$ cat src/rtl/layer_decoder_if.sv
// Bundle of the layer decoder's control, bitstream and result-handshake signals.
// master = the side that drives start/bit_in/out_ready; slave = the decoder.
interface layer_decoder_if #(
    parameter int NEURON_COUNT = 2,
    parameter int WINDOW_BITS  = 8
);
    logic                                        start;
    logic [NEURON_COUNT-1:0]                     bit_in;
    logic                                        busy;
    logic                                        out_valid;
    logic                                        out_ready;
    logic [NEURON_COUNT*(WINDOW_BITS+1)-1:0]     count_out;

    modport master (
        output start, bit_in, out_ready,
        input  busy, out_valid, count_out
    );

    modport slave (
        input  start, bit_in, out_ready,
        output busy, out_valid, count_out
    );
endinterface

$ cat src/rtl/layer_decoder.sv
// Counts ones per stochastic lane over a 2^WINDOW_BITS cycle window and
// returns the per-lane counts through a valid/ready handshake.
module layer_decoder #(
    parameter int NEURON_COUNT = 2,
    parameter int WINDOW_BITS  = 8
) (
    input  logic           clk,
    input  logic           rst,
    layer_decoder_if.slave bus
);
    localparam int CW = WINDOW_BITS + 1;
    localparam logic [WINDOW_BITS-1:0] WIN_LAST = {WINDOW_BITS{1'b1}};
    localparam logic [WINDOW_BITS-1:0] WIN_ONE  = WINDOW_BITS'(1);

    typedef enum logic [1:0] {
        ST_IDLE  = 2'd0,
        ST_ACCUM = 2'd1,
        ST_HOLD  = 2'd2
    } state_t;

    state_t                               state_r;
    state_t                               next_state_s;
    logic [WINDOW_BITS-1:0]               win_cnt_r;
    logic [NEURON_COUNT-1:0][CW-1:0]      lane_cnt_r;
    logic [NEURON_COUNT-1:0][CW-1:0]      lane_sum_s;
    logic [NEURON_COUNT*CW-1:0]           count_out_r;
    logic                                 busy_r;
    logic                                 out_valid_r;

    // Lane counters plus the current sample; used both for accumulation and
    // for the final load so the last sample of the window is never lost.
    always_comb begin
        lane_sum_s = {(NEURON_COUNT*CW){1'b0}};
        for (int i = 0; i < NEURON_COUNT; i++) begin
            lane_sum_s[i] = lane_cnt_r[i] + {{WINDOW_BITS{1'b0}}, bus.bit_in[i]};
        end
    end

    // Next-state logic: start only matters in IDLE, window end leaves ACCUM.
    always_comb begin
        next_state_s = state_r;
        case (state_r)
            ST_IDLE: begin
                if (bus.start) begin
                    next_state_s = ST_ACCUM;
                end else begin
                    next_state_s = ST_IDLE;
                end
            end
            ST_ACCUM: begin
                if (win_cnt_r == WIN_LAST) begin
                    next_state_s = ST_HOLD;
                end else begin
                    next_state_s = ST_ACCUM;
                end
            end
            ST_HOLD: begin
                if (out_valid_r && bus.out_ready) begin
                    next_state_s = ST_IDLE;
                end else begin
                    next_state_s = ST_HOLD;
                end
            end
            default: next_state_s = ST_IDLE;
        endcase
    end

    // State, counters and registered outputs; status flags follow next state
    // so busy/out_valid are registered yet aligned with the state they report.
    always_ff @(posedge clk or posedge rst) begin
        if (rst) begin
            state_r     <= ST_IDLE;
            win_cnt_r   <= {WINDOW_BITS{1'b0}};
            lane_cnt_r  <= {(NEURON_COUNT*CW){1'b0}};
            count_out_r <= {(NEURON_COUNT*CW){1'b0}};
            busy_r      <= 1'b0;
            out_valid_r <= 1'b0;
        end else begin
            state_r     <= next_state_s;
            busy_r      <= (next_state_s != ST_IDLE);
            out_valid_r <= (next_state_s == ST_HOLD);
            case (state_r)
                ST_IDLE: begin
                    if (bus.start) begin
                        win_cnt_r  <= {WINDOW_BITS{1'b0}};
                        lane_cnt_r <= {(NEURON_COUNT*CW){1'b0}};
                    end
                end
                ST_ACCUM: begin
                    lane_cnt_r <= lane_sum_s;
                    win_cnt_r  <= win_cnt_r + WIN_ONE;
                    if (win_cnt_r == WIN_LAST) begin
                        count_out_r <= lane_sum_s;
                    end
                end
                ST_HOLD: begin
                    count_out_r <= count_out_r;
                end
                default: begin
                    win_cnt_r <= {WINDOW_BITS{1'b0}};
                end
            endcase
        end
    end

    assign bus.busy      = busy_r;
    assign bus.out_valid = out_valid_r;
    assign bus.count_out = count_out_r;

endmodule
$ cat src/flat_wrapper.sv
// flat-port wrapper written by rule: the top's interface ports become plain ports
module layer_decoder_flat 
#(
    parameter int NEURON_COUNT = 2,
    parameter int WINDOW_BITS  = 8
)
  (clk, rst, bus_start, bus_bit_in, bus_out_ready, bus_busy, bus_out_valid, bus_count_out);
  layer_decoder_if #(.NEURON_COUNT(NEURON_COUNT), .WINDOW_BITS(WINDOW_BITS)) bus_i ();
  input  logic clk;
  input  logic rst;
  input wire logic [$bits(bus_i.start)-1:0] bus_start;
  input wire logic [$bits(bus_i.bit_in)-1:0] bus_bit_in;
  input wire logic [$bits(bus_i.out_ready)-1:0] bus_out_ready;
  output wire logic [$bits(bus_i.busy)-1:0] bus_busy;
  output wire logic [$bits(bus_i.out_valid)-1:0] bus_out_valid;
  output wire logic [$bits(bus_i.count_out)-1:0] bus_count_out;
  assign bus_i.start = bus_start;
  assign bus_i.bit_in = bus_bit_in;
  assign bus_i.out_ready = bus_out_ready;
  assign bus_busy = bus_i.busy;
  assign bus_out_valid = bus_i.out_valid;
  assign bus_count_out = bus_i.count_out;
  layer_decoder #(.NEURON_COUNT(NEURON_COUNT), .WINDOW_BITS(WINDOW_BITS)) u_core (.clk(clk), .rst(rst), .bus(bus_i));
endmodule
$ cat config.mk
export PLATFORM = sky130hd
export DESIGN_NAME = layer_decoder_flat
export DESIGN_NICKNAME = d
export VERILOG_FILES = /design/src/rtl/layer_decoder_if.sv /design/src/rtl/layer_decoder.sv /design/src/flat_wrapper.sv
export SDC_FILE = /design/constraint.sdc
export NUM_CORES = 1
export LEC_CHECK = 0
export CORE_UTILIZATION = 55
export DETAILED_ROUTE_END_ITERATION = 10
export PLACE_DENSITY = 0.9
export SYNTH_ARGS = -nofsm -noshare
export SYNTH_HDL_FRONTEND = slang
export SYNTH_SLANG_ARGS = --single-unit
$ cat constraint.sdc
create_clock -name clk -period 2 [get_ports clk]
set_input_delay 0.4 -clock clk [delete_from_list [all_inputs] [get_ports clk]]
set_output_delay 0.4 -clock clk [all_outputs]
set_load 0.01 [all_outputs]
==> flow_metrics.env, run 1 <==
export IMPL_status="completed"
export IMPL_worst_pin_slew_ns=0.256
export IMPL_gp_congestion=0.806
export IMPL_share_comb_of_total_power_pct=21.7
export IMPL_gr_usage_all_layers_pct=24.1
export IMPL_dp_hpwl_mm=2.84
export IMPL_drt_initial_drc_count=128
export IMPL_holdWs_ns=0.448
export IMPL_fmax_mhz=531
export IMPL_crit_fanout=34
export IMPL_die_h_um=65.4
export IMPL_syn_nets=229
export IMPL_ctsResizeCount=0
export IMPL_cts_setup_buffers=0
export IMPL_grt_pass1_wl_mm=7.61
export IMPL_layout_common_cells="dfrtp_1, clkdlybuf4s50_1, nor2_1"
export IMPL_cp_start_kind="flip-flop"
export IMPL_dieArea_sq_um=4270
export IMPL_viasPerCell=5.75
export IMPL_placed_area_sq_um=2550
export IMPL_reg2reg_to="u_core.bus.count_out[1]$_DFFE_PP0P_"
export IMPL_setup_viol=0
export IMPL_endpoint_kind="flip-flop"
export IMPL_io_pins=26
export IMPL_slew_violations=0
export IMPL_wl_per_cell_um=14.6
export IMPL_place_ws_ns=0.0163
export IMPL_power_frac_clock_pct=23.7
export IMPL_required_ns=2.19
export IMPL_drc=0
export IMPL_floorplan_initialDensity_pct=59.0
export IMPL_synth_distinct_cells=31
export IMPL_area_delta_synth_final_pct=19.5
export IMPL_p_leak_uw=0.00110
export IMPL_cts_made_buffers=5
export IMPL_timing_final_ws_setup_ns=0.118
export IMPL_clock_latency_ns=0.30
export IMPL_slew_headroom_pct=82.8
export IMPL_pwr_density_cell_nw_per_um2=952
export IMPL_min_period_ns=1.88
export IMPL_rr_worst_depth=5
export IMPL_coreArea_sq_um=3740
export IMPL_drive_gt1_share_pct=9.20
export IMPL_fin_nets=260
export IMPL_cts_hold_buf=0
export IMPL_grt_max_degree=49
export IMPL_power_frac_seq_pct=54.6
export IMPL_wirelength_mm=4.36
export IMPL_tns_ns=0
export IMPL_fin_crit_sh_pct=94.1
export IMPL_diodes=0
export IMPL_syn_inst=218
export IMPL_internal_power_uw=1710
export IMPL_syn_area_per_cell_sq_um=10.1
export IMPL_cts_sinks=48
export IMPL_yosys_warnings=0
export IMPL_cts_tree="done"
export IMPL_seq_area_frac_synth_pct=54.4
export IMPL_grt_setup_unrepaired="no"
export IMPL_die_w_um=65.4
export IMPL_drt_pass1_iterations=5
export IMPL_grt_pass1_vias=1677
export IMPL_rows=22
export IMPL_synth_seq_cells=48
export IMPL_syn_area_sq_um=2210
export IMPL_r2r_start="u_core.win_cnt_r[0]$_DFFE_PP0P_"
export IMPL_grt_antenna_before_repair=0
export IMPL_vias=1714
export IMPL_cts_max_level=2
export IMPL_grt_ovfl_total=0
export IMPL_r2r_setup_slack_ns=0.12
export IMPL_clockBufferDepth=2
export IMPL_ir_drop_mv=0.588
export IMPL_final_area_sq_um=2640
export IMPL_clk_pin_slew_ns=0.08
export IMPL_arrival_ns=2.08
export IMPL_cts_root_buffer="clkbuf_8"
export IMPL_final_antenna_net_count=0
export IMPL_final_hold_violation_count=0
export IMPL_switching_power_uw=805
export IMPL_swShare_pct=32.0
export IMPL_min_path_type="input port to async pin"
export IMPL_fin_worst_skew_ns=0.00348
export IMPL_max_cap_viol_count=0
export IMPL_path_class="flip-flop to flip-flop"
export IMPL_io_buffers=25
export IMPL_layout_commonest_cell="dfrtp_1"
-- worst max-delay path, cell delays in order (launching register included) --
cell     delay [ns]
dfrtp_1        0.44
ha_1           0.25
nand3_2        0.16
nor4_4         0.33
buf_12         0.22
mux2_2         0.35
-- metrics by stage --
step	util (%)	instances	power, uW
after floorplan	-	218	1750
after global placement	68.1	290	1870
after detailed placement	68.1	290	1920
after CTS	70.5	298	2520
after global routing	70.5	298	2670
final	70.5	298	2510
-- synth_stat cells, drive strengths merged --
cell     n  share of area, %
a211o    1              0.40
a21oi   22               5.3
a22o     8               3.2
a31oi    1              0.28
a41oi    1              0.40
and3     4               1.1
and4     1              0.40
buf      4               1.6
clkbuf   5              0.85
dfrtp   48                54
ha       5               2.8
inv      8               1.4
mux2     4               2.0
nand2   22               3.7
nand2b   3              0.85
nand3   10               2.5
nand4    2              0.57
nor2    23               3.9
nor2b    1              0.28
nor3     2              0.45
nor4     1              0.96
o21ai   19               4.3
o21bai   3               1.0
o22ai    5               1.4
or3      1              0.28
xnor2    8               3.2
xor2     6               2.4
-- state kept, by name (all words and copies together), names as in the netlist --
| register | flops |
|---|---|
| u_core.bus.busy | 1 |
| u_core.bus.count_out | 18 |
| u_core.bus.out_valid | 1 |
| u_core.lane_cnt_r | 18 |
| u_core.state_r | 2 |
| u_core.win_cnt_r | 8 |
-- logic make-up (layout without fill, tap and decap cells) --
kind of cell,after synthesis,in the layout,share of synthesized area [%]
adder cells (fa/ha/maj),5,5,2.83
AND/OR/NAND/NOR,70,70,15.1
AO/OA/AOI/OAI,60,60,16.3
buffers and inverters,17,49,3.80
multiplexers,4,4,2.04
flip-flops,48,48,54.4
XOR/XNOR,14,14,5.55
-- area by class of cell --
type,count,area (sq um)
Inverter,8,30.0
Timing Repair Buffer,33,335
Sequential cell,48,1200
Clock buffer,8,90.1
Tap cell,48,60.1
Multi-Input combinational cell,153,923
Fill cell,299,1100
-- metal layers --
metal  vias to the layer above  share of wire, %  track usage [%]
li1                        819                 -                -
met1                       850                45             30.5
met2                        37                49             38.4
met3                         8               4.2             7.12
met4                         0               1.7             10.1
met5                         -                 0                0
-- power groups by stage --
| stage | clock (uW) | combinational, uW | sequential (uW) |
|---|---|---|---|
| 3_5_place_dp | 0 | 538 | 1380 |
| 2_1_floorplan | 0 | 424 | 1330 |
| 6_report | 596 | 544 | 1370 |
| 5_1_grt | 649 | 622 | 1400 |
| 4_1_cts | 603 | 547 | 1370 |
| 3_3_place_gp | 0 | 501 | 1370 |
-- how the worst max path moves through the flow --
stage,start,to,cells after the start
floorplan,u_core.win_cnt_r[0]$_DFFE_PP0P_,u_core.bus.count_out[0]$_DFFE_PP0P_,4
global placement,bus_bit_in[0],u_core.lane_cnt_r[8]$_DFFE_PP0P_,7
detailed placement,bus_bit_in[0],u_core.lane_cnt_r[8]$_DFFE_PP0P_,7
CTS,u_core.win_cnt_r[0]$_DFFE_PP0P_,u_core.bus.count_out[0]$_DFFE_PP0P_,5
global route,u_core.win_cnt_r[0]$_DFFE_PP0P_,u_core.bus.count_out[0]$_DFFE_PP0P_,5
finish,u_core.win_cnt_r[0]$_DFFE_PP0P_,u_core.bus.count_out[1]$_DFFE_PP0P_,5
(Power assumes the default switching activity.)
==> inputs of run 2 (changes only) <==
--- a/config.mk
+++ b/config.mk
@@ -6,6 +6,7 @@
 export NUM_CORES = 1
 export LEC_CHECK = 0
 export CORE_UTILIZATION = 55
+export CTS_BUF_LIST = sky130_fd_sc_hd__clkbuf_16
 export DETAILED_ROUTE_END_ITERATION = 10
 export PLACE_DENSITY = 0.9
 export SYNTH_ARGS = -nofsm -noshare
==> run 2 against run 1 <==
Effect of this change: utilization increased by 1.2 points; clock power increased by 32%; final cell count unchanged; sequential cell count unchanged; critical path depth unchanged.
==> flow_metrics.env, run 2 (same netlist as run 1, synthesis figures left out) <==
export IMPL_fin_crit_sh_pct=92.7
export IMPL_viasPerCell=5.80
export IMPL_area_delta_synth_final_pct=21.6
export IMPL_coreArea_sq_um=3740
export IMPL_cts_setup_buffers=0
export IMPL_cp_start_kind="flip-flop"
export IMPL_die_h_um=65.4
export IMPL_min_path_type="input port to async pin"
export IMPL_placed_area_sq_um=2550
export IMPL_cts_made_buffers=5
export IMPL_grt_setup_unrepaired="no"
export IMPL_r2r_start="u_core.win_cnt_r[0]$_DFFE_PP0P_"
export IMPL_final_antenna_net_count=0
export IMPL_grt_pass1_vias=1725
export IMPL_clockBufferDepth=2
export IMPL_dieArea_sq_um=4270
export IMPL_endpoint_kind="flip-flop"
export IMPL_fin_util_pct=71.8
export IMPL_cts_tree="done"
export IMPL_drc=0
export IMPL_fin_worst_skew_ns=0.00495
export IMPL_die_w_um=65.4
export IMPL_final_hold_violation_count=0
export IMPL_status="completed"
export IMPL_slew_violations=0
export IMPL_layout_commonest_cell="dfrtp_1"
export IMPL_num_fill_cells=295
export IMPL_required_ns=2.17
export IMPL_io_buffers=25
export IMPL_pwr_density_cell_nw_per_um2=1010
export IMPL_ir_drop_mv=0.671
export IMPL_final_area_sq_um=2690
export IMPL_arrival_ns=2.03
export IMPL_wirelength_mm=4.59
export IMPL_io_pins=26
export IMPL_drive_gt1_share_pct=8.80
export IMPL_grt_max_degree=49
export IMPL_cts_hold_buf=0
export IMPL_wl_per_cell_um=15.4
export IMPL_cts_max_level=2
export IMPL_grt_pass1_wl_mm=7.89
export IMPL_multiInputGateArea_sq_um=923
export IMPL_cts_root_buffer="clkbuf_16"
export IMPL_dp_hpwl_mm=2.84
export IMPL_p_leak_uw=0.00113
export IMPL_reg2reg_to="u_core.bus.count_out[10]$_DFFE_PP0P_"
export IMPL_fin_nets=260
export IMPL_cts_sinks=48
export IMPL_setup_viol=0
export IMPL_r2r_setup_slack_ns=0.15
export IMPL_path_class="flip-flop to flip-flop"
export IMPL_rr_worst_depth=5
export IMPL_fmax_mhz=540
export IMPL_drt_pass1_iterations=4
export IMPL_slew_headroom_pct=79.9
export IMPL_grt_ovfl_total=0
export IMPL_layout_common_cells="dfrtp_1, clkdlybuf4s50_1, nor2_1"
export IMPL_vias=1729
export IMPL_seq_area_sq_um=1200
export IMPL_gp_congestion=0.806
export IMPL_clock_latency_ns=0.29
export IMPL_clk_pin_slew_ns=0.06
export IMPL_crit_fanout=34
export IMPL_drt_initial_drc_count=152
export IMPL_ctsResizeCount=0
export IMPL_rows=22
export IMPL_max_cap_viol_count=0
export IMPL_grt_antenna_before_repair=0
export IMPL_worst_pin_slew_ns=0.299
export IMPL_tns_ns=0
export IMPL_min_period_ns=1.85
export IMPL_diodes=0
export IMPL_floorplan_initialDensity_pct=59.0
export IMPL_gr_usage_all_layers_pct=25.1
export IMPL_finalPower_uw=2710
==> run 2: cell types whose count changed in the layout (fill, tap and decap cells not counted), sizes merged <==
| cell | before | now |
|---|---|---|
| clkbuf | 8 | 5 |
| clkinv | 0 | 1 |
| inv | 8 | 10 |
==> run 2: cell type report <==
cell class	count	area share, %
flip-flops and latches	48	44.7
multi-input cells	153	34.4
repair buffers	33	12.5
clock buffers	5	4.66
well taps	48	2.24
inverters	8	1.12
clock inverters	3	0.419
==> run 2: worst max-delay path by stage <==
stage / from / to / slack (ns)
2_1_floorplan: u_core.win_cnt_r[0]$_DFFE_PP0P_ / u_core.bus.count_out[0]$_DFFE_PP0P_ / 0.33
3_3_place_gp: bus_bit_in[0] / u_core.lane_cnt_r[8]$_DFFE_PP0P_ / 0.09
3_5_place_dp: bus_bit_in[0] / u_core.lane_cnt_r[8]$_DFFE_PP0P_ / 0.02
4_1_cts: u_core.win_cnt_r[0]$_DFFE_PP0P_ / u_core.bus.count_out[0]$_DFFE_PP0P_ / 0.17
5_1_grt: u_core.win_cnt_r[0]$_DFFE_PP0P_ / u_core.bus.count_out[0]$_DFFE_PP0P_ / 0.04
6_report: u_core.win_cnt_r[0]$_DFFE_PP0P_ / u_core.bus.count_out[10]$_DFFE_PP0P_ / 0.15
==> run 2: routing by layer <==
layer | share of wire [%] | track usage (%) | vias to the layer above
li1 | - | - | 820
met1 | 42 | 31.7 | 838
met2 | 50 | 39.3 | 60
met3 | 6.2 | 7.47 | 11
met4 | 1.9 | 12.5 | 0
met5 | 0 | 0 | -
==> run 2: stage by stage <==
stage	std cells	setup WS, ns	hold WS [ns]
global placement	290	0.0874	0.487
floorplan	218	0.333	0.470
detailed placement	290	0.0163	0.492
global route	298	0.0407	0.519
finish	298	0.146	0.478
CTS	298	0.166	0.492
==> run 2: critical path, cell delays in order, from the launching register on <==
cell and delay, ns:
dfrtp_1 0.43, ha_1 0.25, nand3_2 0.16, nor4_4 0.33, buf_12 0.23, mux2_2 0.35
==> run 2: power by group <==
group / leakage (uW) / switching (uW) / total [uW] / internal, uW
clock network: 0.0000738 / 335 / 784 / 450
registers: 0.000556 / 220 / 1370 / 1160
logic: 0.000501 / 274 / 547 / 274
total: 0.00113 / 828 / 2710 / 1880
